<file path="config.mk">
export PLATFORM = sky130hd
export DESIGN_NAME = rf_wb_scheduler
export DESIGN_NICKNAME = d
export VERILOG_FILES = /design/src/rtl/rf_wb_scheduler.sv
export SDC_FILE = /design/constraint.sdc
export NUM_CORES = 1
export LEC_CHECK = 0
export ABC_CLOCK_PERIOD_IN_PS = 3600
export CAP_MARGIN = 15
export CORE_MARGIN = 1
export CORE_UTILIZATION = 40
export CTS_CLUSTER_SIZE = 14
export DETAILED_ROUTE_END_ITERATION = 7
export MAX_ROUTING_LAYER = met4
export PLACE_DENSITY = 0.67
export SLEW_MARGIN = 20
export SYNTH_ARGS = -nofsm -noshare
export SYNTH_HDL_FRONTEND = slang
export SYNTH_SLANG_ARGS = --single-unit
export TNS_END_PERCENT = 10
</file>
<file path="constraint.sdc">
create_clock -name clk -period 3.6 [get_ports clk]
set_input_delay 0.36 -clock clk [delete_from_list [all_inputs] [get_ports clk]]
set_output_delay 0.36 -clock clk [all_outputs]
set_load 0.1 [all_outputs]
</file>
<file path="src/rtl/rf_wb_scheduler.sv">
// rf_wb_scheduler
// ----------------
// Arbitrates the single register-file write port between the in-order WB
// stage and a long-latency multiply/divide unit (MDU). WB always wins; MDU
// results wait in a small FIFO and drain on cycles where WB is not writing.
// A per-register busy scoreboard tells ID to stall on registers that still
// have an MDU result outstanding, and a starvation counter asks the pipeline
// for a bubble when WB keeps the FIFO head from draining.
//
// Ports
//   clk, reset        rising-edge clock, synchronous active-high reset
//   wb_wr/addr/data   WB stage write (cannot be back-pressured)
//   md_issue(_addr)   MDU op issued this cycle and its destination
//   md_valid/addr/data, md_ready
//                     MDU result handshake into the FIFO (md_ready = !full)
//   id_rs/rt/dst      ID stage register operands
//   stall_id          ID operand/destination has a pending MDU write
//   stall_req         pipeline bubble request so the FIFO head can drain
//   rf_wr/addr/data   register-file write port
//   waw_err           sticky: WB wrote a register still pending for the MDU

module rf_wb_scheduler #(
    parameter int DW           = 32,
    parameter int DEPTH        = 2,
    parameter int STARVE_LIMIT = 4
) (
    input  logic          clk,
    input  logic          reset,
    input  logic          wb_wr,
    input  logic [4:0]    wb_addr,
    input  logic [DW-1:0] wb_data,
    input  logic          md_issue,
    input  logic [4:0]    md_issue_addr,
    input  logic          md_valid,
    output logic          md_ready,
    input  logic [4:0]    md_addr,
    input  logic [DW-1:0] md_data,
    input  logic [4:0]    id_rs,
    input  logic [4:0]    id_rt,
    input  logic [4:0]    id_dst,
    output logic          stall_id,
    output logic          stall_req,
    output logic          rf_wr,
    output logic [4:0]    rf_addr,
    output logic [DW-1:0] rf_data,
    output logic          waw_err
);

    localparam int AW = (DEPTH > 1) ? $clog2(DEPTH) : 1;
    localparam int CW = $clog2(STARVE_LIMIT + 1);

    typedef struct packed {
        logic [4:0]    addr;
        logic [DW-1:0] data;
    } entry_t;

    // ------------------------------------------------------------------
    // State
    // ------------------------------------------------------------------
    entry_t        mem_q [DEPTH];
    entry_t        mem_d [DEPTH];
    logic [AW-1:0] wr_ptr_q, wr_ptr_d;
    logic [AW-1:0] rd_ptr_q, rd_ptr_d;
    logic [AW:0]   count_q,  count_d;
    logic [31:0]   busy_q,   busy_d;
    logic [CW-1:0] cnt_q,    cnt_d;
    logic          waw_q,    waw_d;

    // ------------------------------------------------------------------
    // Derived control
    // ------------------------------------------------------------------
    logic   full, empty, wb_eff, push, pop;
    entry_t head;

    // full is taken from the registered count, so a result offered while
    // full is never accepted even if the head pops in the same cycle.
    assign full   = (count_q == (AW+1)'(DEPTH));
    assign empty  = (count_q == '0);
    assign head   = mem_q[rd_ptr_q];
    assign wb_eff = wb_wr && (wb_addr != 5'd0);
    assign push   = md_valid && !full;
    // The head slot is consumed whenever WB is quiet, including entries
    // aimed at $0: they burn their slot without reaching the register file.
    assign pop    = !wb_eff && !empty;

    // ------------------------------------------------------------------
    // Write-port mux
    // ------------------------------------------------------------------
    always_comb begin
        rf_wr   = 1'b0;
        rf_addr = head.addr;
        rf_data = head.data;
        if (!reset) begin
            if (wb_eff) begin
                rf_wr   = 1'b1;
                rf_addr = wb_addr;
                rf_data = wb_data;
            end else if (!empty) begin
                rf_wr = (head.addr != 5'd0);
            end
        end
    end

    // ------------------------------------------------------------------
    // FIFO next state
    // ------------------------------------------------------------------
    always_comb begin
        mem_d    = mem_q;
        wr_ptr_d = wr_ptr_q;
        rd_ptr_d = rd_ptr_q;
        count_d  = count_q;
        if (push) begin
            mem_d[wr_ptr_q] = '{addr: md_addr, data: md_data};
            wr_ptr_d        = wr_ptr_q + 1'b1;
        end
        if (pop) begin
            rd_ptr_d = rd_ptr_q + 1'b1;
        end
        case ({push, pop})
            2'b10:   count_d = count_q + 1'b1;
            2'b01:   count_d = count_q - 1'b1;
            default: count_d = count_q;
        endcase
    end

    // ------------------------------------------------------------------
    // Scoreboard: clear on commit first, then set, so an issue to the same
    // register in the commit cycle leaves it busy.
    // ------------------------------------------------------------------
    always_comb begin
        busy_d = busy_q;
        if (pop) begin
            busy_d[head.addr] = 1'b0;
        end
        if (md_issue && (md_issue_addr != 5'd0)) begin
            busy_d[md_issue_addr] = 1'b1;
        end
        busy_d[0] = 1'b0;
    end

    // ------------------------------------------------------------------
    // Starvation counter (saturates at the limit) and WAW detection
    // ------------------------------------------------------------------
    always_comb begin
        cnt_d = cnt_q;
        if (pop || empty) begin
            cnt_d = '0;
        end else if (wb_eff && (cnt_q < CW'(STARVE_LIMIT))) begin
            cnt_d = cnt_q + 1'b1;
        end
        waw_d = waw_q || (wb_eff && busy_q[wb_addr]);
    end

    // ------------------------------------------------------------------
    // Registers
    // ------------------------------------------------------------------
    always_ff @(posedge clk) begin
        if (reset) begin
            wr_ptr_q <= '0;
            rd_ptr_q <= '0;
            count_q  <= '0;
            busy_q   <= '0;
            cnt_q    <= '0;
            waw_q    <= 1'b0;
        end else begin
            wr_ptr_q <= wr_ptr_d;
            rd_ptr_q <= rd_ptr_d;
            count_q  <= count_d;
            busy_q   <= busy_d;
            cnt_q    <= cnt_d;
            waw_q    <= waw_d;
        end
    end

    // Payload storage carries no control meaning, so it is left unreset.
    always_ff @(posedge clk) begin
        mem_q <= mem_d;
    end

    // ------------------------------------------------------------------
    // Outputs
    // ------------------------------------------------------------------
    assign md_ready  = !full;
    assign stall_id  = busy_q[id_rs] | busy_q[id_rt] | busy_q[id_dst];
    assign stall_req = !reset && (cnt_q >= CW'(STARVE_LIMIT));
    assign waw_err   = waw_q;

endmodule

</file>
Word-level counts from Yosys, hierarchy flattened
Index checks and enable logic that the tools add are counted.
- word-level logic and storage cells: 89
- input bits: 99
- bits in registers: 114
- magnitude comparators: 13
- add/subtract/negate cells: 5
- eq/ne operators: 3
- bitwise operators: 7
- reduce and logical (&&, ||, !) cells: 22
- mux-type cells: 28
- operators with widths (operator ; number):
    two-way mux 37 bit ; 4
    two-way mux 32 bit ; 4
    bitwise mux 74 bit ; 1
    demux 37 bit (select 1 bit) ; 1
    < comparator 5 x 6 -> 1 bit (second input constant) ; 6
    bitwise AND 32 bit ; 1
    NOT 32 bit ; 1
    OR 32 bit ; 1
    binary-select mux 1 bit (select 5 bit) ; 4
    nonzero test 5 bit ; 3
    demux 1 bit (select 5 bit) ; 2
    >= comparator 5 x 1 -> 1 bit (second input constant) ; 2
    logical AND 1 bit ; 10
    two-way mux 5 bit ; 2
    two-way mux 1 bit ; 9
    equality test 2 bit (second input constant) ; 2
    >= comparator 2 bit (second input constant) ; 2
    logical NOT 1 bit ; 4
    NOT 1 -> 2 bit ; 2
    case mux 2 bit (2 select lines) ; 1
    adder 3 x 1 -> 3 bit (second input constant) ; 1
    >= comparator 3 bit (second input constant) ; 1
    < comparator 3 bit (second input constant) ; 1
    adder 1 bit (second input constant) ; 2
    9 further kinds ; 11

Longest topological paths before layout
Gate-level depths: netlist of the first run.
- depth in word-level cells: 13
- depth in mapped cells: 9
- gate-level depth less buffers: 7

Least setup slack after synthesis of the first run
Ideal clock, no wire load.
- path kind: register -> register
- start: reg count_q[0]
- end: reg mem_q[37] in the netlist's numbering (enable)
- stages on the path, launching flop included: 4
- data arrival time: 3.061 ns
- library setup time: 0.431 ns
- buffers on the path: 0
- data required time: 3.169 ns
- path slack: 0.108 ns
- cells stage by stage: dfxtp_1 > nand2b_1 > nand2_1 > nor2_1
- cells in the longest elaborated chain, start to end: 3
- ends and longest elaborated chain (what ; RTL line ; source):
    start: declaration ; 64 ; logic [AW:0] count_q, count_d;
    start signal: assignment ; 168 ; count_q <= count_d;
    equality test 2 bit ; 77 ; assign full = (count_q == (AW+1)'(DEPTH));
    logical NOT 1 bit ; -- ;
    named net md_ready ; 35 ; output logic md_ready,
    logical AND 1 bit ; 81 ; assign push = md_valid && !full;
    end signal: assignment ; 177 ; mem_q <= mem_d;
    end: declaration ; 60 ; entry_t mem_q [DEPTH];
The timed path passes the listed nets, and every way through them passes these cells.
A chain may end at the register's enable or synchronous reset.

Final worst setup path of the first run
- start: in wb_addr[2]
- end: out rf_addr[0]
- cells in the longest elaborated chain, start to end: 4
- ends and longest elaborated chain (what ; RTL line ; source):
    start: declaration ; 30 ; input logic [4:0] wb_addr,
    nonzero test 5 bit ; 80 ; assign wb_eff = wb_wr && (wb_addr != 5'd0);
    logical AND 1 bit ; 80 ;
    two-way mux 5 bit ; 94 ; if (wb_eff) begin
    two-way mux 5 bit ; 93 ; if (!reset) begin
    end: declaration ; 44 ; output logic [4:0] rf_addr,
Every way passes these cells.

==> metrics.txt, run 1 <==
critical path fanouts, max 76; row cnt 43; top cells by area, synth edfxtp_1 38%, dfxtp_1 13%, mux4_2 8.9%, mux2i_1 8.7%, a21oi_1 6.0%; Worst Tran Pin Value 0.965 ns; WHS roughly 0.52 ns; initial antenna violation count 0; Post-synth ARST share 0; ant diodes 0; CTS resizes 0; Main synth FF type edfxtp_1; Final Max Tran Viols 0; slowest cell delay on critical path roughly 0.60 ns; post-synth top area cell edfxtp_1; crit-path most repeated cell buf_12; largest net degree at the start of global routing 77; commonest non-fill, non-tap cell in the layout clkdlybuf4s50_1; Core Region 14000 um^2; Max VDD drop between 0.6 and 0.7 mV; port bufs 140; CTS max path bufs 2; Synth Warn # 0; Peak Freq 317 MHz; setup bufs post-CTS 0; vias in the first global route 4865; post-detail-place hpwl 12.0 mm; synthesis-stage register bit count 113; RSZ-0062 raised after global routing no; DR WL/cell between 15 and 20 um; status complete, no violations; Total Wirelength 16.5 mm; Crit-path slowest cell or4_1; clock skew 0.0155 ns; max cap viols 0; Final Non-Filler Cells 854; post-layout instance area 8350 um^2; Area growth syn-to-layout 42.8%; share of layout cells above drive strength 1 0.166; dpl cell area 7750 um^2; die area 15100 um^2; CP Capture Type output pin; Mapped Area 5840 um^2; clk_lat worst skew 0.41 ns; metal3 WL 1.35 mm; gpl congestion between 0.8 and 0.9; crit path time final between 3 and 4 ns; die height 123 um; DIE WIDTH about 120 um; dpl cells 823; first-pass GRT wire length 25.0 mm; max layer used met4; period utilisation layout 0.876; total CTS buffers 17; Clk pin slew, worst setup/hold paths ~0.05 ns; DR DRC count 0; Syn Area/Cell 11.1 um^2; Pre-antenna DRT Iters 5; GRT Total Usage 0.232; Setup CP Type in2out; Root Buffer clkbuf_16; post-route setup slack around 0.45 ns; Hold Buf Count CTS 0; HP Class reg2reg; commonest non-fill, non-tap cells in the layout 100 x clkdlybuf4s50_1, 74 x edfxtp_1, 70 x a21oi_1; total power 5.88 mW; metal1 wirelength 6.59 mm; Relative slew margins 0.355; met2 wire length 8.15 mm; initial core utilization 0.416; dpl ws approximately 0.49 ns; CTS HTree Levels 4; IO Count 141; DRT antenna net count 0; Synth top area share 0.380; CP Data Arrival Time 2.79 ns; worst path required time 3.24 ns; Netlist cell types 50; startpoint types input pin; Vias/cell 5.60; Setup TNS Final 0 ns; CP cell instances clkdlybuf4s50_1 -> or4_1 -> o21ai_1 -> or2_2 -> buf_12 -> nor2_1 -> a31oi_1 -> buf_12; sequential share of the synthesized area 0.514; Initial DRC Count 324; Mapped Cells 528; gr ovfl total 0; fin nets about 760; clk sinks 113; syn_nets roughly 630; Leak Pwr 2.93 nW; total number of vias roughly 4800; final setup vio count 0; EDFF count, synth 74; final hold violations 0; Final Util 0.594; Pwr per Cell Area approximately 700 nW/um^2; CTS tree yes
worst max-delay path: cells and delay by family:
| kind | cells | cell delay [ns] |
|---|---|---|
| AO/OA/AOI/OAI | 2 | 0.44 |
| buffers and inverters | 3 | 1.06 |
| AND/OR/NAND/NOR | 3 | 0.86 |
flip-flops by register name (all words and copies together), names as in the netlist:
name / flops
busy_q: 31
rd_ptr_q: 1
count_q: 2
waw_err: 1
cnt_q: 3
mem_q: 74
wr_ptr_q: 1
report_power, final:
group / switching [mW] / internal (mW) / leakage (nW)
combinational: 1.64 / 0.872 / 1.63
clock: 0.544 / 1.14 / 0.286
sequential: 0.114 / 1.58 / 1.01
total: 2.29 / 3.59 / 2.93
routing by layer:
layer,vias up,global-route usage
li1,2259,-
met1,2277,0.277
met2,211,0.374
met3,37,0.0567
met4,0,0.0968
met5,-,-
cells by family (layout without fill, tap and decap cells):
kind of cell / count (synthesis) / count (layout) / synth area share
XOR/XNOR: 5 / 5 / 0.00749
flip-flops: 113 / 113 / 0.514
buffers and inverters: 41 / 187 / 0.0364
AO/OA/AOI/OAI: 129 / 129 / 0.122
adder cells (fa/ha/maj): 2 / 2 / 0.00428
AND/OR/NAND/NOR: 156 / 156 / 0.125
multiplexers: 82 / 82 / 0.191
synth_stat cells (11+ instances only):
library cell / n
mux2i_1: 51
nand4_1: 11
nand2_1: 43
a21oi_1: 70
edfxtp_1: 74
dfxtp_1: 39
mux4_2: 23
o21ai_0: 34
buf_2: 14
nor2_1: 58
worst paths after layout:
path | start | to | slack (ns) | depth (start not counted)
setup / recovery | wb_addr[2] | rf_addr[0] | 0.45 | 8
hold / removal | count_q[1]$_SDFFE_PP0P_ | count_q[1]$_SDFFE_PP0P_ | 0.52 | 2
setup reg to reg | rd_ptr_q$_SDFFE_PP0N_ | busy_q[3]$_SDFF_PP0_ | 1.28 | 5
hold reg to reg | count_q[1]$_SDFFE_PP0P_ | count_q[1]$_SDFFE_PP0P_ | 0.52 | 2
cell type report:
cell class,instances,area [um^2]
clock buffer,18,429
clock inverter,13,169
fill,1107,5690
inverter,7,26.3
multi-input combinational,374,2640
sequential,113,3000
tap,180,225
timing repair buffer,149,1860
Note: power is estimated with default switching activity, not from simulation.
==> run 2, diff against run 1 <==
--- a/config.mk
+++ b/config.mk
@@ -7,12 +7,15 @@
 export LEC_CHECK = 0
 export ABC_CLOCK_PERIOD_IN_PS = 3600
 export CAP_MARGIN = 15
+export CELL_PAD_IN_SITES_DETAIL_PLACEMENT = 0
+export CELL_PAD_IN_SITES_GLOBAL_PLACEMENT = 1
 export CORE_MARGIN = 1
-export CORE_UTILIZATION = 40
+export CORE_UTILIZATION = 39
 export CTS_CLUSTER_SIZE = 14
 export DETAILED_ROUTE_END_ITERATION = 7
 export MAX_ROUTING_LAYER = met4
-export PLACE_DENSITY = 0.67
+export PLACE_DENSITY_LB_ADDON = 0.1
+export SKIP_LAST_GASP = 1
 export SLEW_MARGIN = 20
 export SYNTH_ARGS = -nofsm -noshare
 export SYNTH_HDL_FRONTEND = slang
==> run 2 against run 1 <==
Compared with the run above: via count grew 0.36%; sequential share of layout area shrank 0.11 points; global-route usage shrank 1.7 points; design area grew 0.30%; critical endpoint unchanged; non-clock buffer count is the same; critical path type unchanged; combinational power is essentially flat; sequential cell count is the same; largest power group unchanged; first-iteration DRC count shrank 18%; worst hold slack lost 0.041 ns; clock skew shrank 0.011 ns.
==> metrics.txt, run 2 (synthesis results as in run 1) <==
status complete, no violations; Setup TNS Final 0 ns; CP cell instances clkdlybuf4s50_1 -> or4_1 -> o21ai_1 -> or2_2 -> buf_12 -> nor2_1 -> a31oi_1 -> buf_12; DIE WIDTH 124 um; Clk pwr share 0.293; reg2reg start rd_ptr_q$_SDFFE_PP0N_; initial core utilization 0.401; Sw Ratio 0.390; CP Capture Type output pin; Initial DRC Count roughly 270; worst path required time 3.24 ns; startpoint types input pin; total CTS buffers 17; HP Class reg2reg; clk sinks 113; final setup vio count 0; GRT Total Usage 0.215; Core Region roughly 15000 um^2; Hold Buf Count CTS 0; Peak Freq 320 MHz; CP Data Arrival Time 2.76 ns; CTS max path bufs 2; Setup CP Type in2out; CTS resizes 0; gr ovfl total 0; RSZ-0062 raised after global routing no; Pre-antenna DRT Iters 5; Pwr per Cell Area 706 nW/um^2; Internal Power 3.60 mW; critical path launch point wb_addr[2]; max cap viols 0; die height 124 um; WP buf/inv 3; sequential fraction of design power 0.281; Min-Delay Startpoint waw_err$_SDFF_PP0_; vias in the first global route about 4800; FILL cells 1217; commonest non-fill, non-tap cell in the layout clkdlybuf4s50_1; Crit-path slowest cell clkdlybuf4s50_1; Total Wirelength 15.9 mm; IO Count between 100 and 150; combinational share of power 0.426; Clk pin slew, worst setup/hold paths around 0.050 ns; port bufs 140; Regs by FF count mem_q (74), busy_q (31), cnt_q (3); ant diodes 0; Vias/cell 5.59; crit-path most repeated cell buf_12; NetSw 2.31 mW; clk_lat worst skew 0.40 ns; max reg flops 74; Relative slew margins 0.321; first-pass GRT wire length 25.3 mm; CTS HTree Levels 4; gpl congestion 0.835; setup bufs post-CTS 0; Leak Pwr 2.94 nW; Root Buffer clkbuf_16; CTS tree yes; die area 15500 um^2; initial antenna violation count 0; Max VDD drop around 0.6 mV; critical path fanouts, max a little under 80; post-detail-place hpwl 11.4 mm; crit path time final 3.12 ns; period utilisation layout 0.868; DRT antenna net count 0; largest register by flop count mem_q; WHS between 0.4 and 0.5 ns; final hold violations 0; row cnt 44; Final Max Tran Viols 0; Worst Tran Pin Value 1.02 ns; Top Family by Delay on Critical Path buffers and inverters; DR WL/cell roughly 19 um; fin nets 763; slowest cell delay on critical path between 0.6 and 0.7 ns; clock skew 0.00494 ns; share of layout cells above drive strength 1 0.173; total number of vias 4801; largest net degree at the start of global routing 79; Area growth syn-to-layout 43.3%; DR DRC count 0; commonest non-fill, non-tap cells in the layout 100 x clkdlybuf4s50_1, 74 x edfxtp_1, 70 x a21oi_1
-- run 2: cell count changes in the layout (fill, tap and decap cells not counted), sizes merged --
cell	change
clkinv	-1
clkinvlp	+1
inv	+1
-- run 2: power groups by stage --
stage          registers (mW)  logic (mW)  clock network (mW)
2_1_floorplan            1.66        1.63                   0
3_3_place_gp             1.68        2.51                   0
3_5_place_dp             1.69        2.52                   0
4_1_cts                  1.66        2.53                1.75
5_1_grt                  1.68        2.62                1.82
6_report                 1.66        2.52                1.73
-- run 2: worst paths after layout --
kind              slack, ns               endpoint  cells past startpoint
hold / removal         0.48     waw_err$_SDFF_PP0_                      2
setup reg to reg       1.06  busy_q[23]$_SDFF_PP0_                      6
setup / recovery       0.48             rf_addr[0]                      8
hold reg to reg        0.48     waw_err$_SDFF_PP0_                      2
-- run 2: worst register-to-register path, cell delays in order (launching register included) --
cell and delay, ns:
dfxtp_2 0.53, buf_4 0.54, nand2b_1 0.24, nor2_1 0.06, a31oi_1 0.69, o21ai_0 0.23, a21oi_1 0.20
-- run 2: stage by stage --
stage | total power, mW | utilization | instance area (um^2) | std cells | worst slack (ns)
6_report | 5.91 | 0.574 | 8370 | 859 | 0.476
5_1_grt | 6.12 | 0.574 | 8370 | 859 | 0.340
4_1_cts | 5.95 | 0.574 | 8370 | 859 | 0.478
3_5_place_dp | 4.21 | 0.532 | 7750 | 827 | 0.501
3_3_place_gp | 4.19 | 0.532 | 7750 | 827 | 0.577
2_1_floorplan | 3.29 | - | 5840 | 528 | 0.108
-- run 2: final cells by class --
class / count / area (um^2) / area share
Timing Repair Buffer: 149 / 1860 / 0.222
Sequential cell: 113 / 3000 / 0.359
Inverter: 7 / 26.3 / 0.00314
Multi-Input combinational cell: 374 / 2640 / 0.315
Tap cell: 184 / 230 / 0.0275
Clock buffer: 18 / 429 / 0.0513
Clock inverter: 14 / 189 / 0.0226
-- run 2: layer usage --
| layer | part of all wire | up-vias | track usage |
|---|---|---|---|
| met5 | 0 | - | - |
| met3 | 0.077 | 18 | 0.0563 |
| met4 | 0.020 | 0 | 0.0794 |
| met2 | 0.47 | 201 | 0.329 |
| li1 | - | 2261 | - |
| met1 | 0.43 | 2321 | 0.274 |
==> run 3, diff against run 2 <==
--- a/config.mk
+++ b/config.mk
@@ -5,7 +5,6 @@
 export SDC_FILE = /design/constraint.sdc
 export NUM_CORES = 1
 export LEC_CHECK = 0
-export ABC_CLOCK_PERIOD_IN_PS = 3600
 export CAP_MARGIN = 15
 export CELL_PAD_IN_SITES_DETAIL_PLACEMENT = 0
 export CELL_PAD_IN_SITES_GLOBAL_PLACEMENT = 1
==> results of run 3 <==
Final layout, timing and power as in run 2 (identical DEF).
